--- src/rtl/fetch_stage.sv ---
// fetch_stage: program counter generator and IF/ID pipeline register that sits
// directly in front of the instruction memory.
//
// It drives the memory address and read enable. The returned word is captured
// on the next rising edge and handed to decode, together with pc+1 and a valid
// flag. The block also handles hazard stalls, redirects (flush) and halt
// detection. The PC is word-addressed: each address holds one instruction.
//
// Ports
//   clk            system clock, rising-edge
//   rst            synchronous active-high reset
//   stall          hold PC and the IF/ID register
//   flush          redirect to branch_target and squash the in-flight word
//   branch_target  redirect PC
//   imem_instr     instruction word returned for imem_addr
//   imem_addr      instruction memory address (the pc register)
//   imem_rd_en     instruction memory read enable
//   if_instr       registered instruction to decode
//   if_pc_plus1    registered address of the fetched instruction + 1
//   if_valid       if_instr holds a real instruction
//   halted         high while in HALT
//
// state | meaning
// ------+--------------------------------------------------------------
// FETCH | issuing one read per unstalled cycle, pc advancing
// HALT  | HLT delivered; pc parked on the HLT address until flush/reset

module fetch_stage #(
    parameter logic [15:0] RESET_PC    = 16'h0000,
    parameter logic [3:0]  HALT_OPCODE = 4'hF,
    parameter logic [15:0] NOP_INSTR   = 16'h0000
) (
    input  logic        clk,
    input  logic        rst,
    input  logic        stall,
    input  logic        flush,
    input  logic [15:0] branch_target,
    input  logic [15:0] imem_instr,
    output logic [15:0] imem_addr,
    output logic        imem_rd_en,
    output logic [15:0] if_instr,
    output logic [15:0] if_pc_plus1,
    output logic        if_valid,
    output logic        halted
);

    localparam logic [0:0] ST_FETCH = 1'b0;
    localparam logic [0:0] ST_HALT  = 1'b1;

    logic [0:0]  state;
    logic [15:0] pc;
    logic [15:0] pc_plus1;

    // 16-bit modulo add: 16'hFFFF wraps to 16'h0000.
    assign pc_plus1   = pc + 16'd1;

    assign imem_addr  = pc;
    assign imem_rd_en = (state == ST_FETCH) & ~stall & ~rst;
    assign halted     = (state == ST_HALT);

    always_ff @(posedge clk) begin
        if (rst) begin
            pc          <= RESET_PC;
            state       <= ST_FETCH;
            if_instr    <= NOP_INSTR;
            if_pc_plus1 <= 16'h0000;
            if_valid    <= 1'b0;
        end else if (flush) begin
            // Redirect wins over stall. The word read this cycle belongs to
            // the wrong path, so drop it. if_pc_plus1 keeps its value because
            // if_valid=0 makes it meaningless.
            pc       <= branch_target;
            state    <= ST_FETCH;
            if_instr <= NOP_INSTR;
            if_valid <= 1'b0;
        end else if (stall) begin
            // Everything holds.
        end else if (state == ST_FETCH) begin
            if_instr    <= imem_instr;
            if_pc_plus1 <= pc_plus1;
            if_valid    <= 1'b1;
            if (imem_instr[15:12] == HALT_OPCODE) begin
                // Park on the HLT address; HLT itself goes out exactly once.
                state <= ST_HALT;
            end else begin
                pc <= pc_plus1;
            end
        end else begin
            if_instr <= NOP_INSTR;
            if_valid <= 1'b0;
        end
    end

endmodule
--- config.mk ---
export PLATFORM = sky130hd
export DESIGN_NAME = fetch_stage
export DESIGN_NICKNAME = d
export VERILOG_FILES = /design/src/rtl/fetch_stage.sv
export SDC_FILE = /design/constraint.sdc
export NUM_CORES = 1
export LEC_CHECK = 0
export ABC_AREA = 0
export BUFFER_PORTS_ARGS = -buffer_cell sky130_fd_sc_hd__buf_4
export CORE_ASPECT_RATIO = 0.75
export CORE_MARGIN = 3
export CORE_UTILIZATION = 49
export DETAILED_ROUTE_END_ITERATION = 12
export PLACE_DENSITY_LB_ADDON = 0.15
export SYNTH_ARGS = -nofsm -noshare
export SYNTH_HDL_FRONTEND = slang
export SYNTH_SLANG_ARGS = --single-unit
--- constraint.sdc ---
create_clock -name clk -period 2.07 [get_ports clk]
set_input_delay 0.207 -clock clk [delete_from_list [all_inputs] [get_ports clk]]
set_output_delay 0.207 -clock clk [all_outputs]
set_load 0.02 [all_outputs]
==> results_dict.tcl, run 1 <==
set metrics [dict create \
    cts-resized-gates 0 \
    max_freq_mhz 528 \
    die_h_um 66.1 \
    p_int_w 0.00145 \
    max_cap_viol_count 0 \
    status "finished clean" \
    gp_congestion 0.842 \
    worstSkewPairLatency_ns 0.31 \
    drtIter0Drc 130 \
    port_buffers 86 \
    synth_edf_count 0 \
    cp-start-kind "flop" \
    synth.area.top_cells "dfxtp_1, nor2_1, a211oi_1" \
    whs_endpoint "if_instr[9]" \
    yosys_register_bits 50 \
    ios 87 \
    fin_crit_ns 1.90 \
    grt_setup_unrepaired "no" \
    powerDensity_nw_per_um2 663 \
    postRouteAntennaNets 0 \
    syn_area_sq_um 2360 \
    cts_tree "yes" \
    wl_met3_um 546 \
    area_delta_synth_final_pct 32.0 \
    syn_nets 303 \
    hold_violations 0 \
    postCtsSetupRepairBufs 0 \
    r2r_slack_ns 0.17 \
    wl_per_cell_um 14.9 \
    placedCellCount 398 \
    grt_pass1_wl_mm 9.48 \
    drv_slew 0 \
    highest-signal-layer "met4" \
    post-place-ws_ns 0.203 \
    pwr-share-clk_pct 28.1 \
    drc 0 \
    synth_cell_types 35 \
    synth-async-reset-ratio_pct 0 \
    final_common_cell "buf_4" \
    clock-sinks 50 \
    hold_ws_ns 0.124 \
    finClkSkew_ns 0.0107 \
    grt_pass1_vias 1919 \
    setup_ws_ns 0.175 \
    r2r_start "imem_addr[8]" \
    grt.overflow.total 0 \
    seq_area_sq_um 1000 \
    routed_wl_mm 6.04 \
    period_share_pct 91.6 \
    cts_buffer_depth 2 \
    fin_area_sq_um 3110 \
    fillers 390 \
    clk_pin_slew_ns 0.10 \
    coreArea_sq_um 4550 \
    rr_endpoint "imem_addr[15]" \
    finalNonFillerCells 406 \
    max-vdd-ir-drop_v 0.000532 \
    initial_utilization_pct 51.9 \
    layout-drive-gt1-share_pct 32.4 \
    multi_input_area_sq_um 1200 \
    place_area_sq_um 3020 \
    tightestPinTransition_ns 0.664 \
    num_antenna_cells 0 \
    antenna_found_initial 0 \
    htree_levels 2 \
    wl_met2_mm 2.58 \
    viasPerCell 5.52 \
    vias 2242 \
    cts_root_buffer "clkbuf_8" \
    reg2reg_depth 4 \
    synth_top_area_share_pct 42.5 \
    avgSynthCellArea_sq_um 8.86 \
    met1_length_mm 2.87 \
    dieArea_sq_um 5690 \
    pwr-share-seq_pct 51.8 \
    cp_data_required_time_ns 2.30 \
    numCtsBuffers 5 \
    synth_ff_type "dfxtp_1" \
    hold_buffers 0 \
    ys_seq_area_share_pct 42.5 \
    grt_usage_pct 21.0 \
    relSlewSlack_pct 55.7 \
    finalSetupTns_ns 0 \
    path_class "flop to flop" \
    dr.pass1.iters 4 \
    grt_max_degree 41 \
    power_frac_comb_pct 20.2 \
    end_kind "flop" \
    final-setup-viol-count 0 \
    final_cell_mix "buf_4, dfxtp_1, nor2_1" \
    hold_class "primary input to flop" \
    synth_cells 266 \
    row_count 21 \
    worstPathMaxFanout 10 \
    num-nets-final 385 \
    yosysWarnings 0 \
    dp_hpwl_mm 4.41 \
    synth_area_leader_cell "dfxtp_1" \
    hold_path.startpoint "imem_instr[9]" \
    holdPathStages 3 \
    switchingPower_w 0.000617 \
    p_sw_share_pct 29.9 \
    critPathArrivalTime_ns 2.12 \
    cellLeakagePower_nw 1.24 \
    die_w_um 86.1 \
]
worst max-delay path, stage by stage, from the launching register on:
cell and delay, ns:
dfxtp_1 0.54, nand4_4 0.22, or4_4 0.58, or3_1 0.32
a31oi_1 0.17
logic make-up after synthesis:
group,after synthesis,synth area share (%)
AOI/OAI and AO/OA,61,18.5
adders and majority gates,1,0.531
and+or+nand+nor,107,23.8
xor gates and xnor gates,18,6.69
buffers and inverters,26,6.74
muxes,3,1.27
DFF,50,42.5
worst max-delay path by stage:
stage               cells after the start         start            end  slack [ns]
floorplan                               5  imem_addr[0]  imem_addr[10]        0.13
global placement                        4  imem_addr[8]  imem_addr[15]        0.28
detailed placement                      4  imem_addr[8]  imem_addr[15]        0.20
CTS                                     4  imem_addr[8]  imem_addr[15]        0.17
global route                            4  imem_addr[8]  imem_addr[15]        0.06
finish                                  4  imem_addr[8]  imem_addr[15]        0.17
per-stage QoR:
stage	utilization [%]	total power [W]
2_1_floorplan	-	0.00132
3_3_place_gp	66.4	0.00150
3_5_place_dp	66.4	0.00151
4_1_cts	68.4	0.00208
5_1_grt	68.4	0.00216
6_report	68.4	0.00206
cells in the mapped netlist (2+ instances only):
cell type / count
or2_2: 2
a211oi_1: 18
clkbuf_8: 5
buf_2: 2
a21oi_1: 4
nor3_1: 7
o21ai_0: 8
nor3b_1: 3
nand3_1: 9
xnor2_1: 11
nand4_4: 2
and4_1: 2
o211ai_1: 4
xor2_1: 7
a22oi_1: 16
nor2_1: 45
inv_1: 4
nor4_1: 6
clkbuf_1: 14
a311oi_1: 6
nand2_1: 16
nand4_1: 3
dfxtp_1: 50
mux2i_1: 3
a31oi_1: 2
or3_1: 8
flip-flops by register name, summed over array words and instances, names as in the netlist:
name,cells
imem_addr,16
if_pc_plus1,16
halted,1
if_valid,1
if_instr,16
layer usage:
layer / track usage, % / vias up
met5: 0 / -
met1: 31.7 / 1027
met3: 6.23 / 7
met4: 4.15 / 0
li1: - / 1127
met2: 29.2 / 81
power by group through the flow:
| stage | Sequential [W] | Combinational [W] | Clock, W |
|---|---|---|---|
| global placement | 0.00109 | 0.000410 | 0 |
| global route | 0.00108 | 0.000450 | 0.000631 |
| detailed placement | 0.00109 | 0.000416 | 0 |
| floorplan | 0.00115 | 0.000169 | 0 |
| CTS | 0.00107 | 0.000416 | 0.000593 |
| finish | 0.00107 | 0.000416 | 0.000579 |
layout make-up:
type	instances	share of cell area, %
clock buffer	5	2.21
sequential	50	32.2
multi-input combinational	190	38.7
tap	57	2.29
timing repair buffer	97	23.4
inverter	4	0.483
clock inverter	3	0.764
Power figures use the tool's default switching activity.
==> run 2: changes to the inputs <==
==> constraint.sdc (replaced) <==
create_clock -name clk -period 2.07 [get_ports clk]
set_input_delay 0.207 -clock clk [delete_from_list [all_inputs] [get_ports clk]]
set_output_delay 0.207 -clock clk [all_outputs]
set_load 0.1 [all_outputs]
==> results_dict.tcl, run 2 (same netlist as run 1, synthesis figures left out) <==
set metrics [dict create \
    status "finished clean" \
    port_buffers 86 \
    drv_slew 0 \
    hold_class "primary input to flop" \
    die_w_um 86.1 \
    tightestPinTransition_ns 0.684 \
    ios 87 \
    worstPathMaxFanout 6 \
    powerDensity_nw_per_um2 790 \
    dr.pass1.iters 4 \
    critPathArrivalTime_ns 2.06 \
    initial_utilization_pct 51.9 \
    grt.overflow.total 0 \
    cp-start-kind "flop" \
    cts_tree "yes" \
    antenna_found_initial 0 \
    cp_data_required_time_ns 2.26 \
    drc 0 \
    dieArea_sq_um 5690 \
    gp_congestion 0.853 \
    postCtsSetupRepairBufs 0 \
    cts_buffer_depth 2 \
    finalNonFillerCells 402 \
    grt_usage_pct 21.4 \
    layout-drive-gt1-share_pct 36.2 \
    num_antenna_cells 0 \
    hold_buffers 0 \
    r2r_start "imem_addr[5]" \
    cts_root_buffer "clkbuf_8" \
    rr_endpoint "imem_addr[9]" \
    relSlewSlack_pct 54.4 \
    fillers 395 \
    r2r_slack_ns 0.20 \
    final-setup-viol-count 0 \
    hold_ws_ns 0.134 \
    path_class "flop to flop" \
    drtIter0Drc 145 \
    coreArea_sq_um 4550 \
    area_delta_synth_final_pct 33.0 \
    grt_pass1_wl_mm 9.68 \
    post-place-ws_ns 0.136 \
    finalSetupTns_ns 0 \
    grt_max_degree 41 \
    setup_ws_ns 0.200 \
    final_common_cell "buf_4" \
    max-vdd-ir-drop_v 0.000499 \
    period_share_pct 90.3 \
    finClkSkew_ns 0.00565 \
    final_cell_mix "buf_4, nor2_1, dfxtp_1" \
    clock-sinks 50 \
    placedCellCount 394 \
    max_freq_mhz 535 \
    row_count 21 \
    hold_path.startpoint "imem_instr[8]" \
    worstSkewPairLatency_ns 0.30 \
    cts-resized-gates 0 \
    routed_wl_mm 5.90 \
    num-nets-final 381 \
    whs_endpoint "if_instr[8]" \
    clk_pin_slew_ns 0.09 \
    fin_crit_ns 1.87 \
    grt_setup_unrepaired "no" \
    hold_violations 0 \
    grt_pass1_vias 1943 \
    htree_levels 2 \
    wl_per_cell_um 14.7 \
    dp_hpwl_mm 4.40 \
    viasPerCell 5.50 \
    holdPathStages 3 \
    vias 2211 \
    postRouteAntennaNets 0 \
    max_cap_viol_count 0 \
    end_kind "flop" \
    cellLeakagePower_nw 1.23 \
    reg2reg_depth 5 \
    fin_total_pwr_w 0.00248 \
    numCtsBuffers 5 \
    die_h_um 66.1 \
]
==> run 2: cell types whose count changed in the layout (fill, tap and decap cells not counted), sizes merged <==
cell	before	now
clkinvlp	2	1
bufinv	0	1
clkbuf	5	6
inv	5	4
buf	97	93
==> run 2: cell type report <==
type                       instances  area (sq um)  area share [%]
multi-input combinational        190          1210            38.6
sequential                        50          1030            32.9
timing repair buffer              93           698            22.3
clock buffer                       6          72.6            2.31
tap                               57          71.3            2.27
clock inverter                     2          37.5            1.20
inverter                           4          15.0           0.479
==> run 2: worst max-delay path by stage <==
stage / startpoint / end / slack (ns) / cells past startpoint
after floorplan: imem_addr[9] / imem_addr[15] / 0.03 / 4
after global placement: stall / imem_addr[9] / 0.20 / 5
after detailed placement: stall / imem_addr[9] / 0.14 / 5
after CTS: imem_addr[5] / imem_addr[9] / 0.20 / 5
after global routing: imem_addr[6] / imem_addr[9] / 0.05 / 5
final: imem_addr[5] / imem_addr[9] / 0.20 / 5
==> run 2: layer usage <==
metal	up-vias	share of wire (%)	global-route usage, %
li1	1119	-	-
met1	996	46	31.8
met2	90	44	31.0
met3	6	8.6	4.86
met4	0	0.70	5.34
met5	-	0	0
==> run 2: per-stage QoR <==
step / cell area [sq um] / util, %
after CTS: 3140 / 69.0
after floorplan: 2390 / -
after detailed placement: 3030 / 66.6
after global routing: 3140 / 69.0
after global placement: 3030 / 66.6
final: 3140 / 69.0
==> run 2: report_power, final <==
part | switching [W] | internal, W
sequential | 0.0000616 | 0.00102
clock | 0.000316 | 0.000361
combinational | 0.000539 | 0.000181
total | 0.000917 | 0.00156
==> run 2: critical path: stages (launching register included) <==
cell and delay (ns):
dfxtp_2 0.40, nand4_1 0.22, buf_4 0.23, nor4_1 0.51, a21boi_0 0.17, o31a_1 0.25
==> run 3: changes to the inputs <==
--- a/config.mk
+++ b/config.mk
@@ -9,7 +9,7 @@
 export BUFFER_PORTS_ARGS = -buffer_cell sky130_fd_sc_hd__buf_4
 export CORE_ASPECT_RATIO = 0.75
 export CORE_MARGIN = 3
-export CORE_UTILIZATION = 49
+export CORE_UTILIZATION = 27
 export DETAILED_ROUTE_END_ITERATION = 12
 export PLACE_DENSITY_LB_ADDON = 0.15
 export SYNTH_ARGS = -nofsm -noshare
==> constraint.sdc (replaced) <==
create_clock -name clk -period 2 [get_ports clk]
set_input_delay 0.2 -clock clk [delete_from_list [all_inputs] [get_ports clk]]
set_output_delay 0.2 -clock clk [all_outputs]
set_load 0.05 [all_outputs]
==> results_dict.tcl, run 3 (same netlist as run 1, synthesis figures left out) <==
set metrics [dict create \
    final_cell_mix "buf_4, nor2_1, dfxtp_1" \
    row_count 28 \
    routed_wl_mm 6.93 \
    postCtsSetupRepairBufs 0 \
    num-nets-final 390 \
    max-vdd-ir-drop_v 0.000362 \
    pwr-share-clk_pct 40.3 \
    initial_utilization_pct 28.8 \
    htree_levels 2 \
    area_delta_synth_final_pct 41.0 \
    gp_congestion 0.845 \
    drtIter0Drc 86 \
    die_w_um 114 \
    antenna_found_initial 0 \
    fin_crit_ns 1.80 \
    num_antenna_cells 0 \
    end_kind "flop" \
    max_freq_mhz 555 \
    power_frac_comb_pct 20.1 \
    place_area_sq_um 3130 \
    drc 0 \
    dr.pass1.iters 4 \
    pwr-share-seq_pct 39.6 \
    relSlewSlack_pct 66.4 \
    fin_total_pwr_w 0.00280 \
    cts_buffer_depth 2 \
    hold_class "primary input to flop" \
    cts-resized-gates 0 \
    cp-start-kind "flop" \
    status "finished clean" \
    layout-drive-gt1-share_pct 35.6 \
    cts_root_buffer "clkbuf_16" \
    fin_area_sq_um 3320 \
    final-setup-viol-count 0 \
    dp_hpwl_mm 5.12 \
    tightestPinTransition_ns 0.499 \
    cellLeakagePower_nw 1.32 \
    final_common_cell "buf_4" \
    worstSkewPairLatency_ns 0.29 \
    critPathArrivalTime_ns 2.02 \
    finalSetupTns_ns 0 \
    ios 87 \
    period_share_pct 90.1 \
    grt_setup_unrepaired "no" \
    numCtsBuffers 5 \
    grt_pass1_wl_mm 11.1 \
    die_h_um 86.9 \
    grt_max_degree 41 \
    powerDensity_nw_per_um2 843 \
    placedCellCount 451 \
    postRouteAntennaNets 0 \
    finalNonFillerCells 459 \
    switchingPower_w 0.000797 \
    cp_data_required_time_ns 2.22 \
    port_buffers 86 \
    coreArea_sq_um 8200 \
    hold_violations 0 \
    worstPathMaxFanout 10 \
    hold_buffers 0 \
    hold_ws_ns 0.134 \
    viasPerCell 4.85 \
    wl_per_cell_um 15.1 \
    cts_tree "yes" \
    dieArea_sq_um 9900 \
    grt_usage_pct 14.2 \
    finClkSkew_ns 0.00521 \
    path_class "flop to flop" \
    drv_slew 0 \
    vias 2226 \
    clk_pin_slew_ns 0.07 \
    grt_pass1_vias 2154 \
    p_sw_share_pct 28.4 \
    max_cap_viol_count 0 \
    clock-sinks 50 \
    grt.overflow.total 0 \
    p_int_w 0.00200 \
]
-- run 3: worst paths after layout --
kind | startpoint | endpoint | slack, ns | depth (start not counted)
worst max-delay path | imem_addr[11] | imem_addr[15] | 0.20 | 4
worst min-delay path | imem_instr[0] | if_instr[0] | 0.13 | 3
worst max register to register | imem_addr[11] | imem_addr[15] | 0.20 | 4
worst min register to register | if_valid | if_valid | 0.48 | 2
-- run 3: area by class of cell --
| cell class | count | area, sq um |
|---|---|---|
| sequential | 50 | 1010 |
| tap | 105 | 131 |
| clock buffer | 6 | 139 |
| fill | 853 | 4870 |
| multi-input combinational | 190 | 1200 |
| inverter | 4 | 15.0 |
| clock inverter | 2 | 60.1 |
| timing repair buffer | 102 | 766 |
-- run 3: layer usage --
layer	vias up	global-route usage [%]	part of all wire, %
li1	1139	-	-
met1	1010	20.2	49
met2	69	21.1	44
met3	8	3.89	6.6
met4	0	4.21	1.1
met5	-	0	0
-- run 3: power groups by stage --
| stage | Sequential (W) | Combinational (W) | Clock [W] |
|---|---|---|---|
| after detailed placement | 0.00113 | 0.000569 | 0 |
| after CTS | 0.00111 | 0.000571 | 0.00115 |
| after floorplan | 0.00132 | 0.000178 | 0 |
| after global placement | 0.00113 | 0.000569 | 0 |
| after global routing | 0.00112 | 0.000605 | 0.00118 |
| final | 0.00111 | 0.000564 | 0.00113 |
-- run 3: through the flow --
step | setup slack (ns) | util (%)
6_report | 0.198 | 40.6
5_1_grt | 0.0556 | 40.6
4_1_cts | 0.191 | 40.6
3_5_place_dp | 0.209 | 38.1
3_3_place_gp | 0.257 | 38.1
2_1_floorplan | 0.00387 | -
-- run 3: critical path, cell delays in order (launching register included) --
cell	delay (ns)
dfxtp_1	0.45
nand4_4	0.21
or4_4	0.58
or3_1	0.32
a31oi_1	0.17
